$ cat config.mk
export PLATFORM = sky130hd
export DESIGN_NAME = serial_subtractor
export DESIGN_NICKNAME = d
export VERILOG_FILES = /design/src/rtl/serial_subtractor.sv
export SDC_FILE = /design/constraint.sdc
export NUM_CORES = 1
export LEC_CHECK = 0
export ABC_AREA = 1
export CORE_MARGIN = 2
export CORE_UTILIZATION = 55
export DETAILED_ROUTE_END_ITERATION = 8
export DONT_BUFFER_PORTS = 1
export PLACE_DENSITY = 0.75
export SETUP_SLACK_MARGIN = 0.3
export SLEW_MARGIN = 10
export SYNTH_ARGS = -nofsm -noshare
export SYNTH_HDL_FRONTEND = slang
export SYNTH_SLANG_ARGS = --single-unit
$ cat constraint.sdc
create_clock -name clk -period 1.4 [get_ports clk]
set_clock_uncertainty 0.2 [all_clocks]
set_input_delay 0.14 -clock clk [delete_from_list [all_inputs] [get_ports clk]]
set_output_delay 0.14 -clock clk [all_outputs]
set_load 0.005 [all_outputs]
$ cat src/rtl/serial_subtractor.sv
// Bit-serial two's-complement subtractor: A - B, LSB first, one bit per clock.
// A single full-subtractor cell plus a registered borrow. A start/done handshake
// launches one operation at a time.
module serial_subtractor #(
  parameter int unsigned WIDTH = 8
) (
  input  logic             clk,
  input  logic             rst_n,
  input  logic             start,
  input  logic [WIDTH-1:0] a,
  input  logic [WIDTH-1:0] b,
  output logic             busy,
  output logic             done,
  output logic [WIDTH-1:0] diff,
  output logic             bout
);

  localparam int unsigned CW = $clog2(WIDTH + 1);

  typedef enum logic [1:0] {
    IDLE = 2'd0,
    BUSY = 2'd1,
    DONE = 2'd2
  } state_t;

  state_t           state;
  state_t           state_n;
  logic [WIDTH-1:0] sa;
  logic [WIDTH-1:0] sb;
  logic [WIDTH-1:0] sr;
  logic             br;
  logic [CW-1:0]    cnt;

  logic             d_c;
  logic             br_next_c;
  logic             load_c;
  logic             shift_c;
  logic             last_c;

  // Full-subtractor cell on the current LSBs and the stored borrow
  always_comb begin
    d_c       = sa[0] ^ sb[0] ^ br;
    br_next_c = (~sa[0] & sb[0]) | (~(sa[0] ^ sb[0]) & br);
  end

  // Next-state and datapath control
  always_comb begin
    state_n = state;
    load_c  = 1'b0;
    shift_c = 1'b0;
    last_c  = 1'b0;
    case (state)
      IDLE: begin
        if (start) begin
          load_c  = 1'b1;
          state_n = BUSY;
        end
      end
      BUSY: begin
        shift_c = 1'b1;
        if (cnt == CW'(WIDTH - 1)) begin
          last_c  = 1'b1;
          state_n = DONE;
        end
      end
      DONE: begin
        // Accepting here gives back-to-back operation with no IDLE gap
        if (start) begin
          load_c  = 1'b1;
          state_n = BUSY;
        end else begin
          state_n = IDLE;
        end
      end
      default: state_n = IDLE;
    endcase
  end

  // State register with registered status flags tracking the next state
  always_ff @(posedge clk or negedge rst_n) begin
    if (!rst_n) begin
      state <= IDLE;
      busy  <= 1'b0;
      done  <= 1'b0;
    end else begin
      state <= state_n;
      busy  <= (state_n == BUSY);
      done  <= (state_n == DONE);
    end
  end

  // Operand/result shift registers, borrow and bit counter
  always_ff @(posedge clk or negedge rst_n) begin
    if (!rst_n) begin
      sa  <= '0;
      sb  <= '0;
      sr  <= '0;
      br  <= 1'b0;
      cnt <= '0;
    end else if (load_c) begin
      sa  <= a;
      sb  <= b;
      sr  <= '0;
      br  <= 1'b0;
      cnt <= '0;
    end else if (shift_c) begin
      sa  <= sa >> 1;
      sb  <= sb >> 1;
      sr  <= {d_c, sr[WIDTH-1:1]};
      br  <= br_next_c;
      cnt <= cnt + CW'(1);
    end
  end

  // Result registers hold until the next completion
  always_ff @(posedge clk or negedge rst_n) begin
    if (!rst_n) begin
      diff <= '0;
      bout <= 1'b0;
    end else if (last_c) begin
      diff <= {d_c, sr[WIDTH-1:1]};
      bout <= br_next_c;
    end
  end

endmodule
==> out/metrics.csv <==
metric,value,unit
status,finished with violations,
failed_checks,"hold timing, setup timing",
nets,264,
stdcell_count,287,
cap_violations,0,
cp.arrival,1560,ps
crit_type,register to register,
grtUsageTotal,0.270,
worst-r2r-cell-count,7,
synth_warnings,0,
pwr_density_cell,2220,mW/mm2
r2r_slack,-120,ps
rows,20,
final-setup-viol-count,12,
seqCellArea,0.00103,mm2
synth_area,0.00173,mm2
crit_path_end_kind,register,
hold_ws,-734,ps
place_ws,-10.6,ps
nFillCells,160,
io_pins,30,
avgSynthCellArea,8.50,um2
antenna_found_initial,0,
drt_wl_total,4620,um
yosys.area_share.simple,0.253,
synth_mux_area_frac,0,
clockRootBuffer,clkbuf_4,
holdBufCountCts,16,
worstPathMaxFanout,20,
die-area,0.00360,mm2
syn2layout_area_growth,44.2,%
cts_max_path_buffers,2,
rr_startpoint,cnt[1]$_DFFE_PN0P_,
synth_cell_types,17,
worstPathRequired,1440,ps
drt_pre_antenna_iters,4,
viasPerCell,5.28,
cts_made_buffers,5,
io_buffers,0,
drive_above_1_share,0.379,
grt_pass1_wl,7020,um
synth_top_family_by_area,simple AND/OR/NAND/NOR gates,
ant_nets,0,
synth_seq_area_share,0.595,
multi_input_area,840,um2
cts_tree,yes,
die_h,60.0,um
wl_per_cell,16.1,um
vias,1516,
grt_overflow,0,
grt_setup_unrepaired,yes,
clkTransAtPathRegs,120,ps
final_hold_viol_count,62,
period_share,1.09,
slew-limit-headroom,0.873,
place_inst,250,
worstMarginPinSlew,191,ps
hold_class,input pin to asynchronous set/reset pin,
diodes,0,
dp_hpwl,2180,um
clk_latency,350,ps
drc,0,
grt_pass1_vias,1488,
syn_inst,203,
fin_ws,-125,ps
drt-initial-drc-count,119,
die_w,60.0,um
synthXorXnorAreaFrac,0,
core_area,0.00303,mm2
ir_drop,1100,uV
clock_sinks,41,
grt_max_degree,42,
leakage,1.24,nW
timing.rr.end,diff[0]$_DFFE_PN0P_,
max_freq,0.656,GHz
synth_compound_area_frac,0.0660,
synth_seq_cells,41,
htreeDepth,2,
cp-start-kind,register,
initial_core_util,0.570,
synthAdderAreaFrac,0.0189,
place_congestion,0.760,
period_minus_slack,1520,ps
drv_slew,0,
syn_nets,224,
==> cells in the final DEF (no fill, tap or decap), types with 2 or more instances in the layout <==
cell / synthesis / final
buf_12: 0 / 4
buf_4: 1 / 8
buf_6: 0 / 11
clkbuf_4: 0 / 5
dfrtp_1: 41 / 40
dlygate4sd3_1: 0 / 16
inv_1: 19 / 13
inv_2: 1 / 5
inv_8: 0 / 2
nand2_1: 94 / 65
nand2_2: 2 / 24
nand2_4: 0 / 5
nand2_8: 0 / 3
nand3_1: 10 / 2
nand3_2: 0 / 8
nor2_1: 4 / 2
nor2_4: 0 / 3
o21ai_1: 1 / 10
o21ai_2: 0 / 3
o22ai_1: 7 / 2
o22ai_2: 0 / 5
==> power breakdown <==
group,total [mW],switching (mW),internal (mW)
registers,2.09,0.397,1.70
logic,2.89,1.57,1.31
clock network,0.552,0.366,0.185
total,5.53,2.34,3.19
==> state kept, by name, summed over array words and instances (netlist names), 2 cells and up <==
signal,cells
cnt,4
sa,8
sr,7
sb,8
state,2
diff,8
==> kinds of logic after synthesis <==
logic type,after synthesis
compound gates,21
fa+ha+maj,2
simple gates,111
buf+inv,28
flops,41
==> layout make-up <==
class / count / area share
flip-flops and latches: 41 / 0.413
repair buffers: 39 / 0.170
clock buffers: 6 / 0.0166
well taps: 44 / 0.0221
repair inverters: 1 / 0.00452
inverters: 20 / 0.0342
multi-input cells: 135 / 0.337
clock inverters: 1 / 0.00201
==> cells in the mapped netlist <==
master | count | area (um2)
a21oi_1 | 1 | 5.00
buf_2 | 6 | 30.0
buf_4 | 1 | 7.51
clkbuf_1 | 1 | 3.75
dfrtp_1 | 41 | 1030
fa_1 | 1 | 20.0
ha_1 | 1 | 12.5
inv_1 | 19 | 71.3
inv_2 | 1 | 3.75
nand2_1 | 94 | 353
nand2_2 | 2 | 12.5
nand3_1 | 10 | 50.1
nor2_1 | 4 | 15.0
nor2_2 | 1 | 6.26
o21ai_0 | 12 | 60.1
o21ai_1 | 1 | 5.00
o22ai_1 | 7 | 43.8
==> how the worst max path moves through the flow <==
| stage | depth (start not counted) | to | startpoint |
|---|---|---|---|
| 2_1_floorplan | 7 | diff[1]$_DFFE_PN0P_ | cnt[0]$_DFFE_PN0P_ |
| 6_report | 7 | diff[0]$_DFFE_PN0P_ | cnt[1]$_DFFE_PN0P_ |
| 4_1_cts | 3 | sr[7]$_DFFE_PN0P_ | sa[0]$_DFFE_PN0P_ |
| 5_1_grt | 7 | diff[7]$_DFFE_PN0P_ | cnt[1]$_DFFE_PN0P_ |
| 3_3_place_gp | 7 | diff[0]$_DFFE_PN0P_ | cnt[1]$_DFFE_PN0P_ |
| 3_5_place_dp | 7 | diff[0]$_DFFE_PN0P_ | cnt[1]$_DFFE_PN0P_ |
==> routing by layer <==
layer | wire length, um | vias up | global-route usage
met3 | 202 | 18 | 0.0628
met1 | 1790 | 743 | 0.319
met4 | 148 | 0 | 0.102
met5 | 0 | - | 0
li1 | - | 706 | -
met2 | 2480 | 49 | 0.474
==> what timing repair did <==
item                                    in CTS  in global routing
setup buffers                                8                  4
gates cloned                                 2                  0
resized for setup                           62                  7
hold endpoints to repair                    62                 63
pin swaps                                   36                  6
endpoints found under the setup margin      45                 52
==> through the flow <==
step | instance area, um2 | utilization | total power [mW] | setup TNS (ps)
6_report | 2490 | 0.822 | 5.53 | -1170
3_5_place_dp | 1930 | 0.638 | 3.88 | -19.5
5_1_grt | 2490 | 0.822 | 5.89 | -2160
3_3_place_gp | 1930 | 0.638 | 3.77 | 0
4_1_cts | 2440 | 0.805 | 5.21 | 0
2_1_floorplan | 1840 | - | 3.40 | 0
==> worst max-delay path, cell delays in order, from the launching register on <==
cell and delay [ps]:
dfrtp_1 400, ha_2 210, nand2_2 70, nor2_4 160, nand2_2 90, buf_12 160, nand2_1 50, o21ai_1 70
(Power assumes the default switching activity.)
